File: src/rtl/regsel_pkg.sv
// Shared constants and types for the LEGv8 register-select unit.
// Consumers guard the forwarding path with the REGSEL_FWD_EN macro.
package regsel_pkg;

    localparam int NREG_DEF = 32;
    localparam int ZR_IDX   = NREG_DEF - 1;

    localparam logic [1:0] FWD_RF  = 2'b00;
    localparam logic [1:0] FWD_MEM = 2'b01;
    localparam logic [1:0] FWD_WB  = 2'b10;

    typedef enum logic [2:0] {
        CLS_NONE = 3'd0,
        CLS_R    = 3'd1,
        CLS_I    = 3'd2,
        CLS_IW   = 3'd3,
        CLS_D    = 3'd4,
        CLS_CB   = 3'd5,
        CLS_B    = 3'd6
    } insn_cls_e;

    // Resolve overlapping decoder outputs: r > i > iw > d > cb > b.
    function automatic insn_cls_e class_encode(
        input logic r_type,
        input logic i_type,
        input logic iw_type,
        input logic d_type,
        input logic cb_type,
        input logic b_type
    );
        insn_cls_e cls;
        if (r_type) begin
            cls = CLS_R;
        end else if (i_type) begin
            cls = CLS_I;
        end else if (iw_type) begin
            cls = CLS_IW;
        end else if (d_type) begin
            cls = CLS_D;
        end else if (cb_type) begin
            cls = CLS_CB;
        end else if (b_type) begin
            cls = CLS_B;
        end else begin
            cls = CLS_NONE;
        end
        return cls;
    endfunction

endpackage

File: src/rtl/regsel_pipe_if.sv
// ID-stage decode inputs and select/hazard outputs of regsel_pipe.
// Forwarding codes exist only when REGSEL_FWD_EN is defined.
interface regsel_pipe_if #(
    parameter int NREG = 32
);
    localparam int AW = $clog2(NREG);

    logic            id_valid;
    logic            r_type;
    logic            i_type;
    logic            iw_type;
    logic            d_type;
    logic            cb_type;
    logic            b_type;
    logic            is_load;
    logic [AW-1:0]   rn_addr;
    logic [AW-1:0]   rm_addr;
    logic [AW-1:0]   rd_addr;
    logic [NREG-1:0] Asel;
    logic [NREG-1:0] Bsel;
    logic [NREG-1:0] Dsel_EX;
    logic [NREG-1:0] Dsel_MEM;
    logic [NREG-1:0] Dsel_WB;
    logic            stall;
`ifdef REGSEL_FWD_EN
    logic [1:0]      fwd_a_EX;
    logic [1:0]      fwd_b_EX;

    modport master (
        output id_valid, r_type, i_type, iw_type, d_type, cb_type, b_type,
        output is_load, rn_addr, rm_addr, rd_addr,
        input  Asel, Bsel, Dsel_EX, Dsel_MEM, Dsel_WB, stall, fwd_a_EX, fwd_b_EX
    );

    modport slave (
        input  id_valid, r_type, i_type, iw_type, d_type, cb_type, b_type,
        input  is_load, rn_addr, rm_addr, rd_addr,
        output Asel, Bsel, Dsel_EX, Dsel_MEM, Dsel_WB, stall, fwd_a_EX, fwd_b_EX
    );
`else
    modport master (
        output id_valid, r_type, i_type, iw_type, d_type, cb_type, b_type,
        output is_load, rn_addr, rm_addr, rd_addr,
        input  Asel, Bsel, Dsel_EX, Dsel_MEM, Dsel_WB, stall
    );

    modport slave (
        input  id_valid, r_type, i_type, iw_type, d_type, cb_type, b_type,
        input  is_load, rn_addr, rm_addr, rd_addr,
        output Asel, Bsel, Dsel_EX, Dsel_MEM, Dsel_WB, stall
    );
`endif

endinterface

File: src/rtl/regsel_pipe_onehot_decoder.sv
// Binary register address to one-hot select; a low enable yields all zeros.
module onehot_decoder #(
    parameter int NREG = 32,
    localparam int AW  = $clog2(NREG)
) (
    input  logic            en_i,
    input  logic [AW-1:0]   addr_i,
    output logic [NREG-1:0] sel_o
);

    // One compare per select line keeps non-power-of-two NREG safe.
    always_comb begin
        sel_o = {NREG{1'b0}};
        for (int k = 0; k < NREG; k++) begin
            sel_o[k] = en_i && (addr_i == AW'(k));
        end
    end

endmodule

File: src/rtl/regsel_pipe.sv
// Operand/destination register-select unit with RAW hazard detection.
// Define REGSEL_FWD_EN for forwarding codes (only load-use then stalls).
module regsel_pipe
    import regsel_pkg::*;
#(
    parameter int NREG = 32,
    parameter int ZR   = NREG - 1
) (
    input  logic         clk,
    input  logic         reset_n,
    regsel_pipe_if.slave bus
);

    localparam int              AW    = $clog2(NREG);
    localparam logic [AW-1:0]   ZR_A  = AW'(ZR);
    localparam logic [NREG-1:0] ZR_OH = NREG'(1) << ZR;

    insn_cls_e       cls_s;
    logic            a_en_s;
    logic            b_en_s;
    logic [AW-1:0]   a_addr_s;
    logic [AW-1:0]   b_addr_s;
    logic [AW-1:0]   d_addr_s;
    logic [AW-1:0]   d_next_addr_s;
    logic [NREG-1:0] asel_s;
    logic [NREG-1:0] bsel_s;
    logic [NREG-1:0] dsel_s;
    logic            a_ex_s;
    logic            b_ex_s;
    logic            a_mem_s;
    logic            b_mem_s;
    logic            stall_s;

    logic [NREG-1:0] dsel_ex_d,  dsel_ex_q;
    logic [NREG-1:0] dsel_mem_d, dsel_mem_q;
    logic [NREG-1:0] dsel_wb_d,  dsel_wb_q;
    logic            ex_load_d,  ex_load_q;

    // Class decode and per-class source/destination mapping.
    always_comb begin
        cls_s    = CLS_NONE;
        a_en_s   = 1'b0;
        b_en_s   = 1'b0;
        a_addr_s = bus.rn_addr;
        b_addr_s = bus.rm_addr;
        d_addr_s = ZR_A;
        if (bus.id_valid) begin
            cls_s = class_encode(bus.r_type, bus.i_type, bus.iw_type,
                                 bus.d_type, bus.cb_type, bus.b_type);
        end else begin
            cls_s = CLS_NONE;
        end
        case (cls_s)
            CLS_R: begin
                a_en_s   = 1'b1;
                b_en_s   = 1'b1;
                d_addr_s = bus.rd_addr;
            end
            CLS_I: begin
                a_en_s   = 1'b1;
                d_addr_s = bus.rd_addr;
            end
            CLS_IW: begin
                d_addr_s = bus.rd_addr;
            end
            CLS_D: begin
                a_en_s   = 1'b1;
                b_en_s   = 1'b1;
                b_addr_s = bus.rd_addr;
                d_addr_s = bus.is_load ? bus.rd_addr : ZR_A;
            end
            CLS_CB: begin
                b_en_s   = 1'b1;
                b_addr_s = bus.rd_addr;
            end
            CLS_B: begin
                d_addr_s = ZR_A;
            end
            default: begin
                d_addr_s = ZR_A;
            end
        endcase
    end

    // Bubble stages hold ZR, so they can never match a live source.
    always_comb begin
        a_ex_s  = 1'b0;
        b_ex_s  = 1'b0;
        a_mem_s = 1'b0;
        b_mem_s = 1'b0;
        if (a_en_s && (a_addr_s != ZR_A)) begin
            a_ex_s  = dsel_ex_q[a_addr_s];
            a_mem_s = dsel_mem_q[a_addr_s];
        end else begin
            a_ex_s  = 1'b0;
            a_mem_s = 1'b0;
        end
        if (b_en_s && (b_addr_s != ZR_A)) begin
            b_ex_s  = dsel_ex_q[b_addr_s];
            b_mem_s = dsel_mem_q[b_addr_s];
        end else begin
            b_ex_s  = 1'b0;
            b_mem_s = 1'b0;
        end
    end

`ifdef REGSEL_FWD_EN
    assign stall_s = ex_load_q && (a_ex_s || b_ex_s);
`else
    assign stall_s = (ex_load_q && (a_ex_s || b_ex_s)) ||
                     a_ex_s || b_ex_s || a_mem_s || b_mem_s;
`endif

    assign d_next_addr_s = stall_s ? ZR_A : d_addr_s;

    onehot_decoder #(.NREG(NREG)) u_dec_a (
        .en_i   (a_en_s),
        .addr_i (a_addr_s),
        .sel_o  (asel_s)
    );

    onehot_decoder #(.NREG(NREG)) u_dec_b (
        .en_i   (b_en_s),
        .addr_i (b_addr_s),
        .sel_o  (bsel_s)
    );

    onehot_decoder #(.NREG(NREG)) u_dec_d (
        .en_i   (1'b1),
        .addr_i (d_next_addr_s),
        .sel_o  (dsel_s)
    );

    // Destination pipeline next state; a stall injects a bubble into EX.
    always_comb begin
        dsel_ex_d  = dsel_s;
        dsel_mem_d = dsel_ex_q;
        dsel_wb_d  = dsel_mem_q;
        ex_load_d  = 1'b0;
        if (!stall_s && (cls_s == CLS_D) && bus.is_load) begin
            ex_load_d = 1'b1;
        end else begin
            ex_load_d = 1'b0;
        end
    end

    // Destination pipeline registers.
    always_ff @(posedge clk) begin
        if (!reset_n) begin
            dsel_ex_q  <= ZR_OH;
            dsel_mem_q <= ZR_OH;
            dsel_wb_q  <= ZR_OH;
            ex_load_q  <= 1'b0;
        end else begin
            dsel_ex_q  <= dsel_ex_d;
            dsel_mem_q <= dsel_mem_d;
            dsel_wb_q  <= dsel_wb_d;
            ex_load_q  <= ex_load_d;
        end
    end

`ifdef REGSEL_FWD_EN
    logic [1:0] fwd_a_d, fwd_a_q;
    logic [1:0] fwd_b_d, fwd_b_q;

    // EX match wins over MEM match; a stalled slot carries no forwarding.
    always_comb begin
        fwd_a_d = FWD_RF;
        fwd_b_d = FWD_RF;
        if (stall_s) begin
            fwd_a_d = FWD_RF;
            fwd_b_d = FWD_RF;
        end else begin
            fwd_a_d = a_ex_s ? FWD_MEM : (a_mem_s ? FWD_WB : FWD_RF);
            fwd_b_d = b_ex_s ? FWD_MEM : (b_mem_s ? FWD_WB : FWD_RF);
        end
    end

    // Forwarding codes travel with the instruction into EX.
    always_ff @(posedge clk) begin
        if (!reset_n) begin
            fwd_a_q <= FWD_RF;
            fwd_b_q <= FWD_RF;
        end else begin
            fwd_a_q <= fwd_a_d;
            fwd_b_q <= fwd_b_d;
        end
    end

    assign bus.fwd_a_EX = fwd_a_q;
    assign bus.fwd_b_EX = fwd_b_q;
`endif

    assign bus.Asel     = asel_s;
    assign bus.Bsel     = bsel_s;
    assign bus.Dsel_EX  = dsel_ex_q;
    assign bus.Dsel_MEM = dsel_mem_q;
    assign bus.Dsel_WB  = dsel_wb_q;
    assign bus.stall    = stall_s;

endmodule
File: src/flat_wrapper.sv
// flat-port wrapper written by rule: the top's interface ports become plain ports
module regsel_pipe_flat import regsel_pkg::*;
#(
    parameter int NREG = 32,
    parameter int ZR   = NREG - 1
)
  (clk, reset_n, bus_id_valid, bus_r_type, bus_i_type, bus_iw_type, bus_d_type, bus_cb_type, bus_b_type, bus_is_load, bus_rn_addr, bus_rm_addr, bus_rd_addr, bus_Asel, bus_Bsel, bus_Dsel_EX, bus_Dsel_MEM, bus_Dsel_WB, bus_stall);
  regsel_pipe_if #(.NREG(NREG)) bus_i ();
  input  logic clk;
  input  logic reset_n;
  input wire logic [$bits(bus_i.id_valid)-1:0] bus_id_valid;
  input wire logic [$bits(bus_i.r_type)-1:0] bus_r_type;
  input wire logic [$bits(bus_i.i_type)-1:0] bus_i_type;
  input wire logic [$bits(bus_i.iw_type)-1:0] bus_iw_type;
  input wire logic [$bits(bus_i.d_type)-1:0] bus_d_type;
  input wire logic [$bits(bus_i.cb_type)-1:0] bus_cb_type;
  input wire logic [$bits(bus_i.b_type)-1:0] bus_b_type;
  input wire logic [$bits(bus_i.is_load)-1:0] bus_is_load;
  input wire logic [$bits(bus_i.rn_addr)-1:0] bus_rn_addr;
  input wire logic [$bits(bus_i.rm_addr)-1:0] bus_rm_addr;
  input wire logic [$bits(bus_i.rd_addr)-1:0] bus_rd_addr;
  output wire logic [$bits(bus_i.Asel)-1:0] bus_Asel;
  output wire logic [$bits(bus_i.Bsel)-1:0] bus_Bsel;
  output wire logic [$bits(bus_i.Dsel_EX)-1:0] bus_Dsel_EX;
  output wire logic [$bits(bus_i.Dsel_MEM)-1:0] bus_Dsel_MEM;
  output wire logic [$bits(bus_i.Dsel_WB)-1:0] bus_Dsel_WB;
  output wire logic [$bits(bus_i.stall)-1:0] bus_stall;
  assign bus_i.id_valid = bus_id_valid;
  assign bus_i.r_type = bus_r_type;
  assign bus_i.i_type = bus_i_type;
  assign bus_i.iw_type = bus_iw_type;
  assign bus_i.d_type = bus_d_type;
  assign bus_i.cb_type = bus_cb_type;
  assign bus_i.b_type = bus_b_type;
  assign bus_i.is_load = bus_is_load;
  assign bus_i.rn_addr = bus_rn_addr;
  assign bus_i.rm_addr = bus_rm_addr;
  assign bus_i.rd_addr = bus_rd_addr;
  assign bus_Asel = bus_i.Asel;
  assign bus_Bsel = bus_i.Bsel;
  assign bus_Dsel_EX = bus_i.Dsel_EX;
  assign bus_Dsel_MEM = bus_i.Dsel_MEM;
  assign bus_Dsel_WB = bus_i.Dsel_WB;
  assign bus_stall = bus_i.stall;
  regsel_pipe #(.NREG(NREG), .ZR(ZR)) u_core (.clk(clk), .reset_n(reset_n), .bus(bus_i));
endmodule
File: config.mk
export PLATFORM = sky130hd
export DESIGN_NAME = regsel_pipe_flat
export DESIGN_NICKNAME = d
export VERILOG_FILES = /design/src/rtl/regsel_pkg.sv /design/src/rtl/regsel_pipe_if.sv /design/src/rtl/regsel_pipe_onehot_decoder.sv /design/src/rtl/regsel_pipe.sv /design/src/flat_wrapper.sv
export SDC_FILE = /design/constraint.sdc
export NUM_CORES = 1
export LEC_CHECK = 0
export CAP_MARGIN = 40
export CORE_MARGIN = 2
export CORE_UTILIZATION = 41
export CTS_BUF_LIST = sky130_fd_sc_hd__clkbuf_16
export DETAILED_ROUTE_END_ITERATION = 6
export PLACE_DENSITY = 0.87
export SLEW_MARGIN = 15
export SYNTH_ARGS = -nofsm -noshare
export SYNTH_HDL_FRONTEND = slang
export SYNTH_SLANG_ARGS = --single-unit
File: constraint.sdc
create_clock -name clk -period 5.6 [get_ports clk]
set_input_delay 0.84 -clock clk [delete_from_list [all_inputs] [get_ports clk]]
set_output_delay 0.84 -clock clk [all_outputs]
set_load 0.01 [all_outputs]
==> results of run 1 <==
==> cells in the mapped netlist, types with 5 or more instances <==
| library cell | n | area [um2] |
|---|---|---|
| a211oi_1 | 14 | 105 |
| a21oi_1 | 55 | 275 |
| and2_1 | 65 | 407 |
| and3_1 | 10 | 62.6 |
| buf_2 | 9 | 45.0 |
| clkbuf_1 | 22 | 82.6 |
| dfxtp_1 | 96 | 1920 |
| mux2i_1 | 6 | 60.1 |
| nand2_1 | 66 | 248 |
| nand2b_1 | 11 | 68.8 |
| nand3_1 | 9 | 45.0 |
| nor2_1 | 97 | 364 |
| nor2_2 | 10 | 62.6 |
| nor2b_1 | 7 | 43.8 |
| nor3_1 | 26 | 130 |
| nor4_1 | 5 | 31.3 |
| nor4b_1 | 5 | 43.8 |
| nor4b_4 | 9 | 214 |
| o41ai_1 | 5 | 43.8 |
==> how the worst max path moves through the flow <==
stage / from / to / slack (ns)
global placement: bus_iw_type / bus_stall / 0.44
global route: bus_iw_type / bus_stall / 0.18
floorplan: bus_iw_type / bus_stall / 1.64
detailed placement: bus_iw_type / bus_stall / 0.40
finish: bus_iw_type / bus_stall / 0.35
CTS: bus_iw_type / bus_stall / 0.38
==> layout make-up <==
| cell class | instances | area (um2) | area share [%] |
|---|---|---|---|
| clock buffers | 9 | 225 | 3.20 |
| clock inverters | 7 | 40.0 | 0.568 |
| inverters | 4 | 15.0 | 0.213 |
| multi-input cells | 453 | 2690 | 38.2 |
| flip-flops and latches | 96 | 1920 | 27.3 |
| well taps | 143 | 179 | 2.54 |
| repair buffers | 201 | 1970 | 28.0 |
==> sequential cells by signal (all words and copies together) (netlist names) <==
signal / flops
u_core.bus.Dsel_EX: 32
u_core.bus.Dsel_MEM: 32
u_core.bus.Dsel_WB: 32
==> power by group <==
group          total (mW)  leakage, nW  switching (mW)  internal (mW)
registers           0.689        0.774         0.00368          0.686
logic               0.211         1.69           0.127         0.0839
clock network       0.563        0.136           0.266          0.297
==> worst register-to-register path, delay by kind of cell, from the launching register on <==
| kind | cells | cell delay (ns) |
|---|---|---|
| and+or+nand+nor | 3 | 0.69 |
| AOI/OAI and AO/OA | 4 | 1.00 |
| DFF | 1 | 0.46 |
| buffers and inverters | 1 | 0.20 |
==> cell families after synthesis <==
family                 synth area share (%)
buffers and inverters                  4.29
multiplexers                           2.42
AND/OR/NAND/NOR                        37.4
AO/OA/AOI/OAI                          15.9
flip-flops                             39.9
==> stage by stage <==
step,utilization (%),cells
after floorplan,-,592
after global placement,59.4,897
after detailed placement,59.4,897
after CTS,61.7,913
after global routing,61.7,913
final,61.7,913
==> layer usage <==
| layer | part of all wire (%) | track usage [%] | up-vias | wire (um) |
|---|---|---|---|---|
| met3 | 8.4 | 5.18 | 43 | 1460 |
| met1 | 40 | 35.5 | 2385 | 6940 |
| met2 | 49 | 45.2 | 280 | 8420 |
| met4 | 2.7 | 10.2 | 0 | 474 |
| li1 | - | - | 2393 | - |
| met5 | 0 | 0 | - | 0 |
==> flow_metrics.env, run 1 <==
export IMPL_outcome="finished, final reports clean"
export IMPL_max_freq_mhz=191
export IMPL_synthFlopType="dfxtp_1"
export IMPL_setup_violations_final=0
export IMPL_finalCriticalPeriod_ns=5.25
export IMPL_slowest_stage="or3_1"
export IMPL_syn_to_final_growth_pct=46.4
export IMPL_clock_path_buffers=2
export IMPL_arrival_ns=4.41
export IMPL_holdPathEnd="u_core.bus.Dsel_WB[21]"
export IMPL_vdd_drop_max_mv=0.144
export IMPL_worstMarginPinSlew_ns=0.669
export IMPL_p_total_mw=1.46
export IMPL_ant_nets=0
export IMPL_clk_pin_slew_worst_paths_ns=0.07
export IMPL_dr_pass1_iters=5
export IMPL_fp_dieH_um=112
export IMPL_portBuffers=184
export IMPL_initial_core_util_pct=42.1
export IMPL_synth_seq_cells=96
export IMPL_syn_area_um2=4810
export IMPL_rsz0062_at_grt="false"
export IMPL_die_w_um=112
export IMPL_cts_buffers_inserted=9
export IMPL_hpwlAfterDp_mm=13.5
export IMPL_cts_hold_buffers=0
export IMPL_pre_cts_ws_ns=0.404
export IMPL_async_reset_ff_share_pct=0
export IMPL_gp_congestion=0.969
export IMPL_synth_cells=592
export IMPL_coreArea_um2=11400
export IMPL_cp_top_family="simple AND/OR/NAND/NOR gates"
export IMPL_r2r_slack_ns=3.11
export IMPL_hold_violations=0
export IMPL_crit_type="in -> out"
export IMPL_antenna_found_initial=0
export IMPL_clock_latency_ns=0.35
export IMPL_drive_gt1_share_pct=8.44
export IMPL_avgSynthCellArea_um2=8.13
export IMPL_fin_skew_ns=0.00767
export IMPL_grtUsageTotal_pct=27.3
export IMPL_wirelength_mm=17.3
export IMPL_yosysSeqAreaShare_pct=39.9
export IMPL_clock_sinks=96
export IMPL_final_nets=790
export IMPL_cp_buffers_inverters=3
export IMPL_drc=0
export IMPL_drv_slew=0
export IMPL_synth_edf_count=0
export IMPL_crit_chain="clkdlybuf4s50_1, or3_1, o21ai_2, buf_4, a21oi_1, nor4_1, o22ai_1, o311a_1, or3_4, nand2_1, clkdlybuf4s50_1"
export IMPL_synth_fp_nets=617
export IMPL_nFillCells=1005
export IMPL_overflow=0
export IMPL_r2r_start="u_core.bus.Dsel_MEM[14]"
export IMPL_cellPowerDensity_nw_per_um2=208
export IMPL_cp_end_kind="output pin"
export IMPL_worst_path_most_repeated_cell="clkdlybuf4s50_1"
export IMPL_io_pins=186
export IMPL_path_max_fanout=9
export IMPL_num_vias=5101
export IMPL_min_period_over_period_pct=93.7
export IMPL_rows=39
export IMPL_drv_cap=0
export IMPL_layout_common_cells="clkdlybuf4s50_1, nor2_1, dfxtp_1"
export IMPL_final_area_um2=7040
export IMPL_relSlewSlack_pct=55.2
export IMPL_setup_ws_ns=0.352
export IMPL_post_dp_cell_area_um2=6780
export IMPL_setup_tns_ns=0
export IMPL_critPathMaxStageDelay_ns=0.60
export IMPL_wl_per_cell_um=18.9
export IMPL_crit_cells=11
export IMPL_clock_root_buffer="clkbuf_16"
export IMPL_leakagePower_nw=2.60
export IMPL_synth_distinct_cells=56
export IMPL_grt_pass1_vias=4828
export IMPL_dr_first_iter_drc_count=435
export IMPL_startpoint_type="primary input"
export IMPL_cts_setup_buffers=0
export IMPL_holdWs_ns=0.518
export IMPL_layout_commonest_cell="clkdlybuf4s50_1"
export IMPL_worst_r2r_path_depth=8
export IMPL_r2r_end="u_core.bus.Dsel_EX[1]"
export IMPL_routed_via_density=5.59
export IMPL_cts_resized=0
export IMPL_diodes=0
export IMPL_grt_max_degree=68
export IMPL_h_tree_depth=3
export IMPL_holdCritStartpoint="u_core.bus.Dsel_MEM[21]"
export IMPL_die_area_um2=12600
export IMPL_required_ns=4.76
export IMPL_hold_path_depth=1
export IMPL_grt_pass1_wl_mm=26.9
export IMPL_cts_tree="done"
export IMPL_hold_path_class="reg -> reg"
export IMPL_yosys_warnings=0
Note: power is estimated with default switching activity, not from simulation.
==> inputs of run 2 (changes only) <==
--- a/config.mk
+++ b/config.mk
@@ -5,6 +5,7 @@
 export SDC_FILE = /design/constraint.sdc
 export NUM_CORES = 1
 export LEC_CHECK = 0
+export ABC_CLOCK_PERIOD_IN_PS = 5600
 export CAP_MARGIN = 40
 export CORE_MARGIN = 2
 export CORE_UTILIZATION = 41
==> results of run 2 <==
No change in the layout: final DEF, timing and power equal those of run 1.
